==> src/rtl/acc_pkg.sv <==
// Shared accelerator types and constants for the IFM input path.
package acc_pkg;
  localparam int IFM_DATA_WIDTH  = 512;
  localparam int PARSE_WIDTH     = 64;
  localparam int SLICES_PER_WORD = IFM_DATA_WIDTH / PARSE_WIDTH;

  typedef struct packed {
    logic                      last;
    logic [IFM_DATA_WIDTH-1:0] data;
  } ifm_entry_t;
endpackage

==> src/rtl/sync_fifo_core.sv <==
// Circular FIFO storage with read/write pointers and an occupancy count.
// Full and empty are decided only from the count, never from pointer equality.
module sync_fifo_core #(
  parameter int W     = 513,
  parameter int DEPTH = 4,
  parameter int AW    = $clog2(DEPTH)
) (
  input  logic         clk,
  input  logic         rst,
  input  logic         i_clear,
  input  logic         i_push,
  input  logic         i_pop,
  input  logic [W-1:0] i_wdata,
  output logic [W-1:0] o_head,
  output logic [AW:0]  o_count
);
  logic [W-1:0]  r_mem [DEPTH];
  logic [AW-1:0] r_wr_ptr;
  logic [AW-1:0] r_rd_ptr;
  logic [AW:0]   r_count;

  // Storage has no reset; only the pointers and count define validity.
  always_ff @(posedge clk) begin
    if (i_push && !i_clear) r_mem[r_wr_ptr] <= i_wdata;
  end

  always_ff @(posedge clk or posedge rst) begin
    if (rst) begin
      r_wr_ptr <= '0;
      r_rd_ptr <= '0;
      r_count  <= '0;
    end else if (i_clear) begin
      r_wr_ptr <= '0;
      r_rd_ptr <= '0;
      r_count  <= '0;
    end else begin
      if (i_push) r_wr_ptr <= r_wr_ptr + AW'(1);
      if (i_pop)  r_rd_ptr <= r_rd_ptr + AW'(1);
      case ({i_push, i_pop})
        2'b10:   r_count <= r_count + (AW+1)'(1);
        2'b01:   r_count <= r_count - (AW+1)'(1);
        default: r_count <= r_count;
      endcase
    end
  end

  assign o_head  = r_mem[r_rd_ptr];
  assign o_count = r_count;
endmodule

==> src/rtl/ifm_word_buffer.sv <==
// AXIS-fed word buffer in front of the IFM chunk parser; pops on the parser's last slice.
// Optional beat/backpressure statistics are built when IFM_WORD_BUF_STATS_EN is defined.
module ifm_word_buffer
  import acc_pkg::*;
#(
  parameter int DATA_WIDTH = IFM_DATA_WIDTH,
  parameter int DEPTH      = 4,
  parameter int AW         = $clog2(DEPTH)
) (
  input  logic                  clk,
  input  logic                  rst,
  input  logic                  conv_start,
  input  logic [DATA_WIDTH-1:0] s_axis_tdata,
  input  logic                  s_axis_tvalid,
  input  logic                  s_axis_tlast,
  output logic                  s_axis_tready,
  output logic [DATA_WIDTH-1:0] fm,
  output logic                  fm_valid,
  output logic                  fm_last,
  input  logic                  input_req,
  input  logic                  ifm_read,
  input  logic                  stall,
  output logic                  frame_done,
  output logic                  underflow
`ifdef IFM_WORD_BUF_STATS_EN
 ,output logic [31:0]           beat_cnt,
  output logic [31:0]           full_stall_cycles
`endif
);
  logic [DATA_WIDTH:0] w_head;
  logic [AW:0]         w_count;
  logic                w_empty;
  logic                w_push;
  logic                w_pop_req;
  logic                w_pop;
  logic                r_frame_done;
  logic                r_underflow;

  assign w_empty   = (w_count == '0);
  // No full-bypass: a full FIFO refuses a beat even while popping.
  assign s_axis_tready = ~rst & ~conv_start & (w_count != (AW+1)'(DEPTH));
  assign w_push    = s_axis_tvalid & s_axis_tready;
  assign w_pop_req = input_req & ifm_read & ~stall;
  assign w_pop     = w_pop_req & ~w_empty;

  sync_fifo_core #(
    .W     (DATA_WIDTH + 1),
    .DEPTH (DEPTH),
    .AW    (AW)
  ) u_core (
    .clk     (clk),
    .rst     (rst),
    .i_clear (conv_start),
    .i_push  (w_push),
    .i_pop   (w_pop),
    .i_wdata ({s_axis_tlast, s_axis_tdata}),
    .o_head  (w_head),
    .o_count (w_count)
  );

  assign fm       = w_empty ? '0 : w_head[DATA_WIDTH-1:0];
  assign fm_last  = ~w_empty & w_head[DATA_WIDTH];
  assign fm_valid = ~w_empty;

  always_ff @(posedge clk or posedge rst) begin
    if (rst) begin
      r_frame_done <= 1'b0;
      r_underflow  <= 1'b0;
    end else if (conv_start) begin
      r_frame_done <= 1'b0;
      r_underflow  <= 1'b0;
    end else begin
      r_frame_done <= w_pop & fm_last;
      if (w_pop_req && w_empty) r_underflow <= 1'b1;
    end
  end

  assign frame_done = r_frame_done;
  assign underflow  = r_underflow;

`ifdef IFM_WORD_BUF_STATS_EN
  logic [31:0] r_beat_cnt;
  logic [31:0] r_full_stall;

  // Both counters saturate rather than wrap.
  always_ff @(posedge clk or posedge rst) begin
    if (rst) begin
      r_beat_cnt   <= '0;
      r_full_stall <= '0;
    end else if (conv_start) begin
      r_beat_cnt   <= '0;
      r_full_stall <= '0;
    end else begin
      if (w_push && r_beat_cnt != '1) r_beat_cnt <= r_beat_cnt + 32'd1;
      if (s_axis_tvalid && !s_axis_tready && r_full_stall != '1)
        r_full_stall <= r_full_stall + 32'd1;
    end
  end

  assign beat_cnt          = r_beat_cnt;
  assign full_stall_cycles = r_full_stall;
`endif
endmodule

==> config.mk <==
export PLATFORM = sky130hd
export DESIGN_NAME = ifm_word_buffer
export DESIGN_NICKNAME = d
export VERILOG_FILES = /design/src/rtl/acc_pkg.sv /design/src/rtl/sync_fifo_core.sv /design/src/rtl/ifm_word_buffer.sv
export SDC_FILE = /design/constraint.sdc
export NUM_CORES = 2
export LEC_CHECK = 0
export ABC_AREA = 0
export ABC_CLOCK_PERIOD_IN_PS = 41600
export BUFFER_PORTS_ARGS = -buffer_cell sky130_fd_sc_hd__buf_2
export CAP_MARGIN = 10
export CELL_PAD_IN_SITES_DETAIL_PLACEMENT = 0
export CELL_PAD_IN_SITES_GLOBAL_PLACEMENT = 2
export CORE_UTILIZATION = 48
export DETAILED_ROUTE_END_ITERATION = 10
export PLACE_DENSITY = 0.9
export SLEW_MARGIN = 5
export SYNTH_ARGS = -nofsm -noshare
export SYNTH_HDL_FRONTEND = slang
export SYNTH_HIERARCHICAL = 1
export SYNTH_SLANG_ARGS = --single-unit
==> constraint.sdc <==
create_clock -name clk -period 41.6 [get_ports clk]
set_input_delay 8.32 -clock clk [delete_from_list [all_inputs] [get_ports clk]]
set_output_delay 8.32 -clock clk [all_outputs]
set_load 0.01 [all_outputs]
Word-level counts from Yosys, hierarchy flattened

Memories as Yosys holds them, arrays and structs flattened.
Index checks and enable logic that the tools add are counted.

$add $sub $neg: 4
Equality and inequality tests: 3
Multiplexer cells: 12
Bitwise operators: 12
Reductions and logical operators: 8

Operators by type and width:

| kind                  | number |
|---|---|
| $mux W512             | 1 |
| $and A1 B1 Y1         | 8 |
| $mux W2               | 4 |
| $pmux W3 S2           | 1 |
| $reduce_bool A2 Y1    | 3 |
| $mux W1               | 5 |
| $add A2 B1 Y2 const B | 2 |
| $not A1 Y1            | 4 |
| $add A3 B1 Y3 const B | 1 |
| $logic_not A3 Y1      | 1 |
| $mux W3               | 1 |
| $ne A3 B3 Y1 const B  | 1 |
| $reduce_bool A3 Y1    | 1 |
| $sub A3 B1 Y3 const B | 1 |
| $eq A2 B1 Y1 const B  | 1 |
| $eq A2 B2 Y1 const B  | 1 |
| $logic_and A1 B1 Y1   | 2 |
| $logic_not A1 Y1      | 1 |

Flip-flop bits (word level): 9
Memory bits (writable): 2052
Logic and storage cells: 45
Memories kept: 1

Memories:

| memory       | words | bits a word | rd ports | clocked after memory_dff | wr ports | RTL line             | RTL |
|---|---|---|---|---|---|---|---|
| u_core.r_mem | 4     | 513         | 1        | 0                        | 1        | sync_fifo_core.sv:17 | `logic [W-1:0] r_mem [DEPTH];` |

Depth between registers and ports, before layout

Word-level depth: 7
Gate-level depth with buffers: 8

Modules after synthesis

The synthesis kept the hierarchy.

By module, submodules not included:

| module          | times used | cells an instance | area an instance (um2) | sequential area each (um2) |
|---|---|---|---|---|
| sync_fifo_core  | 1          | 2721              | 74257.5                | 61794.3 |
| ifm_word_buffer | 1          | 585               | 3827.4                 | 50.0 |

Worst setup path after synthesis

No wires, ideal clock.

Path type: input -> register
Start: input port s_axis_tvalid
End: memory u_core.r_mem[0][0], enable pin
Data arrival time: 20.820 ns
Path slack: 19.833 ns
Stages: 5
Buffers on the path: 1
Path through: inv_1 -> a2111oi_0 -> clkbuf_1 -> nor2b_1 -> and2_1

Cells in the longest elaborated chain, start to end: 4

RTL lines:

| what                          | RTL line              | RTL |
|---|---|---|
| start: declaration            | ifm_word_buffer.sv:14 | `input logic s_axis_tvalid,` |
| $and A1 B1 Y1                 | ifm_word_buffer.sv:42 | `assign w_push = s_axis_tvalid & s_axis_tready;` |
| net w_push                    | ifm_word_buffer.sv:33 | `logic w_push;` |
| $logic_and A1 B1 Y1           | sync_fifo_core.sv:24  | `if (i_push && !i_clear) r_mem[r_wr_ptr] <= i_wdata;` |
| $mux W1                       | sync_fifo_core.sv:24  |  |
| $mux W1 (not written as such) | sync_fifo_core.sv:24  |  |
| end: declaration              | sync_fifo_core.sv:17  |  |

The timed path passes the listed nets, and every way through them passes these cells.

Worst setup path after layout

Start: input port conv_start
End: output port s_axis_tready

Cells in the longest elaborated chain, start to end: 3

RTL lines:

| what                       | RTL line              | RTL |
|---|---|---|
| start: declaration         | ifm_word_buffer.sv:12 | `input logic conv_start,` |
| $not A1 Y1                 | ifm_word_buffer.sv:41 | `assign s_axis_tready = ~rst & ~conv_start & (w_count != (AW+1)'(DEPTH));` |
| $and A1 B1 Y1 (2 in a row) | ifm_word_buffer.sv:41 |  |
| end: declaration           | ifm_word_buffer.sv:16 | `output logic s_axis_tready,` |

Every way passes these cells.

==> results by stage <==
Clocking:
- The total number of H-tree levels is 4.
- The post-CTS setup buffer count is 0.
- Clock tree synthesis inserted a total of around 200 buffers.
- The maximum number of buffers from clock root to sink is 3.
- In this run the clock root is driven by a sky130_fd_sc_hd__clkbuf_16.
- The TritonCTS clock tree is built.
- After clock tree synthesis, the clock-pin slew on the worst setup and hold paths is 0.06 ns.
- Hold repair after CTS inserted 0 buffers.
- Post-CTS repair changed the size of 0 cells.
- The clock drives 2061 sinks.
- At the later pin of the worst-skew pair, clock insertion delay measures 0.83 ns.

GRT:
- The leftover overflow at the end of global routing is 0.
- The number of global-route vias before repair is roughly 38000.
- The initial antenna violation count is 96.
- The first global-routing pass estimated about 250 mm of wire.
- The pin count of the biggest net entering global routing is 144.
- For this run, the total global-route usage over all layers was measured as 0.211.

Synthesis:
- The number of warnings reported in the yosys synthesis log is 6.
- The sequential cell area fraction in the yosys report is 0.792.
- In this run, synthesis produced a sequential element count of 2061.
- A synthesized cell averages 23.6 sq um.
- After technology mapping, the gate count stands at around 3300.
- The cell area after synthesis is 78100 sq um.
- The synthesized net count is 3831.
- The count of unique library cells instantiated by Yosys is 29.

Layout:
- The commonest non-fill, non-tap cell in the layout is sky130_fd_sc_hd__edfxtp_1.
- The top cell types in the final layout, fill and taps aside, are sky130_fd_sc_hd__edfxtp_1 (2052), sky130_fd_sc_hd__buf_2 (1036), sky130_fd_sc_hd__and2_1 (513), sky130_fd_sc_hd__mux4_2 (513), sky130_fd_sc_hd__clkbuf_16 (205).
- Of the cells placed in the final design, the portion with a size suffix greater than 1 is 0.411.
- At the end of the flow the core is filled with cells to 0.572.
- The layout overhead on the synthesized area is 17.9%.
- The final layout contains 4947 nets.

Timing:
- At the pin with the least slew margin, the transition time is 1.11 ns.
- In the post-route analysis, the smallest setup slack over all paths is around 24 ns.
- Based on the critical path, the design can be clocked at up to 0.0570 GHz.
- The final hold violation count came to 0.
- Setup repair after global routing left no endpoint under its margin.
- The final sum of negative setup slack is 0 ns.
- Setup violations remaining at the end of the flow were counted as 0.
- The final-report max-slew violation count came to 0.
- The setup skew after layout is around 0.03 ns.
- The clock period could shrink to 17.55 ns.
- The fraction of the cycle the final worst path needs is 0.422.
- Hold timing on the final database bottoms out at a slack of between 0.6 and 0.7 ns.
- Measured against its own limit, the worst slew margin works out to 0.262.

Die:
- In this run the standard cell core region covers 161000 sq um.
- Pin placement for this block handled just over 1000 I/O pins.
- The floorplan row count is 147.
- The die is 405 um wide.
- The starting density of the core is 0.485.
- Measured along the y axis, the die boundary spans 405 um.
- The die outline area is approximately 160000 sq um.

Critical path:
- The category of the worst setup path capture point is an output pin.
- The depth of the most critical reg-to-reg path is 8.
- The critical path data required time is 33.28 ns.
- The critical path class is in -> out.
- Along the worst path, the maximum fanout reaches 12.
- The arrival time of data at the critical path endpoint is about 9 ns.
- The startpoint type of the worst setup path is an input port.

Pwr:
- For this design the ratio of total power to cell area is 46.8 nW/um^2.
- The overall power after layout is 4.31 mW.
- The static leakage power is 31.1 nW.
- The maximum resistive drop on vdd is 41.4 uV.

Drt:
- The routed design has 177 mm of wire.
- The number of routed nets with antenna violations is 0.
- After detailed routing, the average wire length per cell comes to 25.9 um.
- The average via count per standard cell is 5.48.
- The length of the first detailed-routing pass in iterations is 6.
- The iteration-0 DRC count of the detailed router is about 3000.
- The routed layout has between 30000 and 40000 vias.
- The remaining design rule violation count is 0.

Hold path:
- The class of the tightest hold or removal check is reg -> reg.
- Counting instances, the worst hold path has a depth of 2.

Placed design:
- The pre-CTS worst setup slack is 24.09 ns.
- During placement, the flow inserted port buffers numbering about 1000.
- The estimated wirelength of the detail-placed design is 110 mm.
- The final weighted congestion of routability-driven global placement is 0.806.

Run status:
- The run finished with clean final reports.

Run:
- Max-cap violations in this run came to 0.
==> flip-flops by register name, summed over array words and instances, names as in the netlist <==
| register | flops |
|---|---|
| frame_done | 1 |
| u_core/r_wr_ptr | 2 |
| u_core/r_mem | 2052 |
| u_core/o_count | 3 |
| u_core/r_rd_ptr | 2 |
| underflow | 1 |
==> where the power goes <==
part           total [mW]  internal [mW]  switching (mW)
clock                1.81           1.07           0.746
combinational       0.192         0.0764           0.116
sequential           2.30           2.30         0.00365
==> worst max-delay path: stages <==
cell and delay, ns:
sky130_fd_sc_hd__buf_2 0.18, sky130_fd_sc_hd__a211oi_1 0.49, sky130_fd_sc_hd__buf_2 0.24
==> per-stage QoR <==
step                std cells  area [sq um]
CTS                      6744         91900
global route             6772         92000
global placement         6379         85300
detailed placement       6379         85300
finish                   6804         92100
floorplan                3306         78100
==> synth_stat cells <==
cell type                   number  area, sq um
sky130_fd_sc_hd__and3b_1         1         8.76
sky130_fd_sc_hd__buf_2          65          325
sky130_fd_sc_hd__nor3b_1         3         22.5
sky130_fd_sc_hd__xor2_1          2         17.5
sky130_fd_sc_hd__buf_4          38          285
sky130_fd_sc_hd__nor3_1          2         10.0
sky130_fd_sc_hd__buf_6          36          405
sky130_fd_sc_hd__nor2b_1         2         12.5
sky130_fd_sc_hd__a2111oi_0       1         8.76
sky130_fd_sc_hd__nand2_1         2         7.51
sky130_fd_sc_hd__clkbuf_2       10         50.1
sky130_fd_sc_hd__edfxtp_1     2052        61600
sky130_fd_sc_hd__mux4_2        513        11600
sky130_fd_sc_hd__inv_2           1         3.75
sky130_fd_sc_hd__and2_1        517         3230
sky130_fd_sc_hd__inv_1           6         22.5
sky130_fd_sc_hd__xnor2_1         3         26.3
sky130_fd_sc_hd__nor2_1          7         26.3
sky130_fd_sc_hd__a211oi_1        1         7.51
sky130_fd_sc_hd__clkbuf_1       20         75.1
sky130_fd_sc_hd__ha_1            4         50.1
sky130_fd_sc_hd__mux2i_1         2         20.0
sky130_fd_sc_hd__nor3_2          1         10.0
sky130_fd_sc_hd__fa_1            1         20.0
sky130_fd_sc_hd__o21ai_0         1         5.00
sky130_fd_sc_hd__nand4bb_1       1         11.3
sky130_fd_sc_hd__dfrtp_1         9          225
sky130_fd_sc_hd__buf_1           4         15.0
sky130_fd_sc_hd__o22ai_1         1         6.26
==> routing by layer <==
metal	vias to the layer above	routed length, um	GRT usage
met3	388	16900	0.0771
li1	16000	-	-
met5	-	495	0
met1	19400	63900	0.254
met4	78	6200	0.0876
met2	1433	89100	0.345
==> final timing paths <==
kind                       slack (ns)               from                    to
hold reg to reg                  0.62          underflow             underflow
max in group asynchronous       33.90                rst    u_core/r_rd_ptr[0]
setup / recovery                24.05         conv_start         s_axis_tready
setup reg to reg                36.07  u_core/o_count[0]  u_core/r_mem[3][235]
hold / removal                   0.62          underflow             underflow
min in group asynchronous        7.37                rst             underflow
==> kinds of logic (layout without fill, tap and decap cells) <==
logic type,after synthesis,in the layout,synth area share
AOI/OAI and AO/OA,4,4,0.000353
xor gates and xnor gates,5,5,0.000561
adders and majority gates,5,5,0.000897
buffers and inverters,180,1458,0.0151
DFF,2061,2061,0.792
muxes,515,515,0.148
other,0,60,0
and+or+nand+nor,536,536,0.0428
==> area by class of cell <==
type / instances / area (sq um)
Clock inverter: 115 / 1320
Fill cell: 11600 / 68900
Timing Repair Buffer: 1086 / 5650
Antenna cell: 60 / 150
Clock buffer: 250 / 5300
Sequential cell: 2061 / 61900
Multi-Input combinational cell: 1065 / 15100
Inverter: 7 / 33.8
Tap cell: 2160 / 2700
Power figures use the tool's default switching activity.
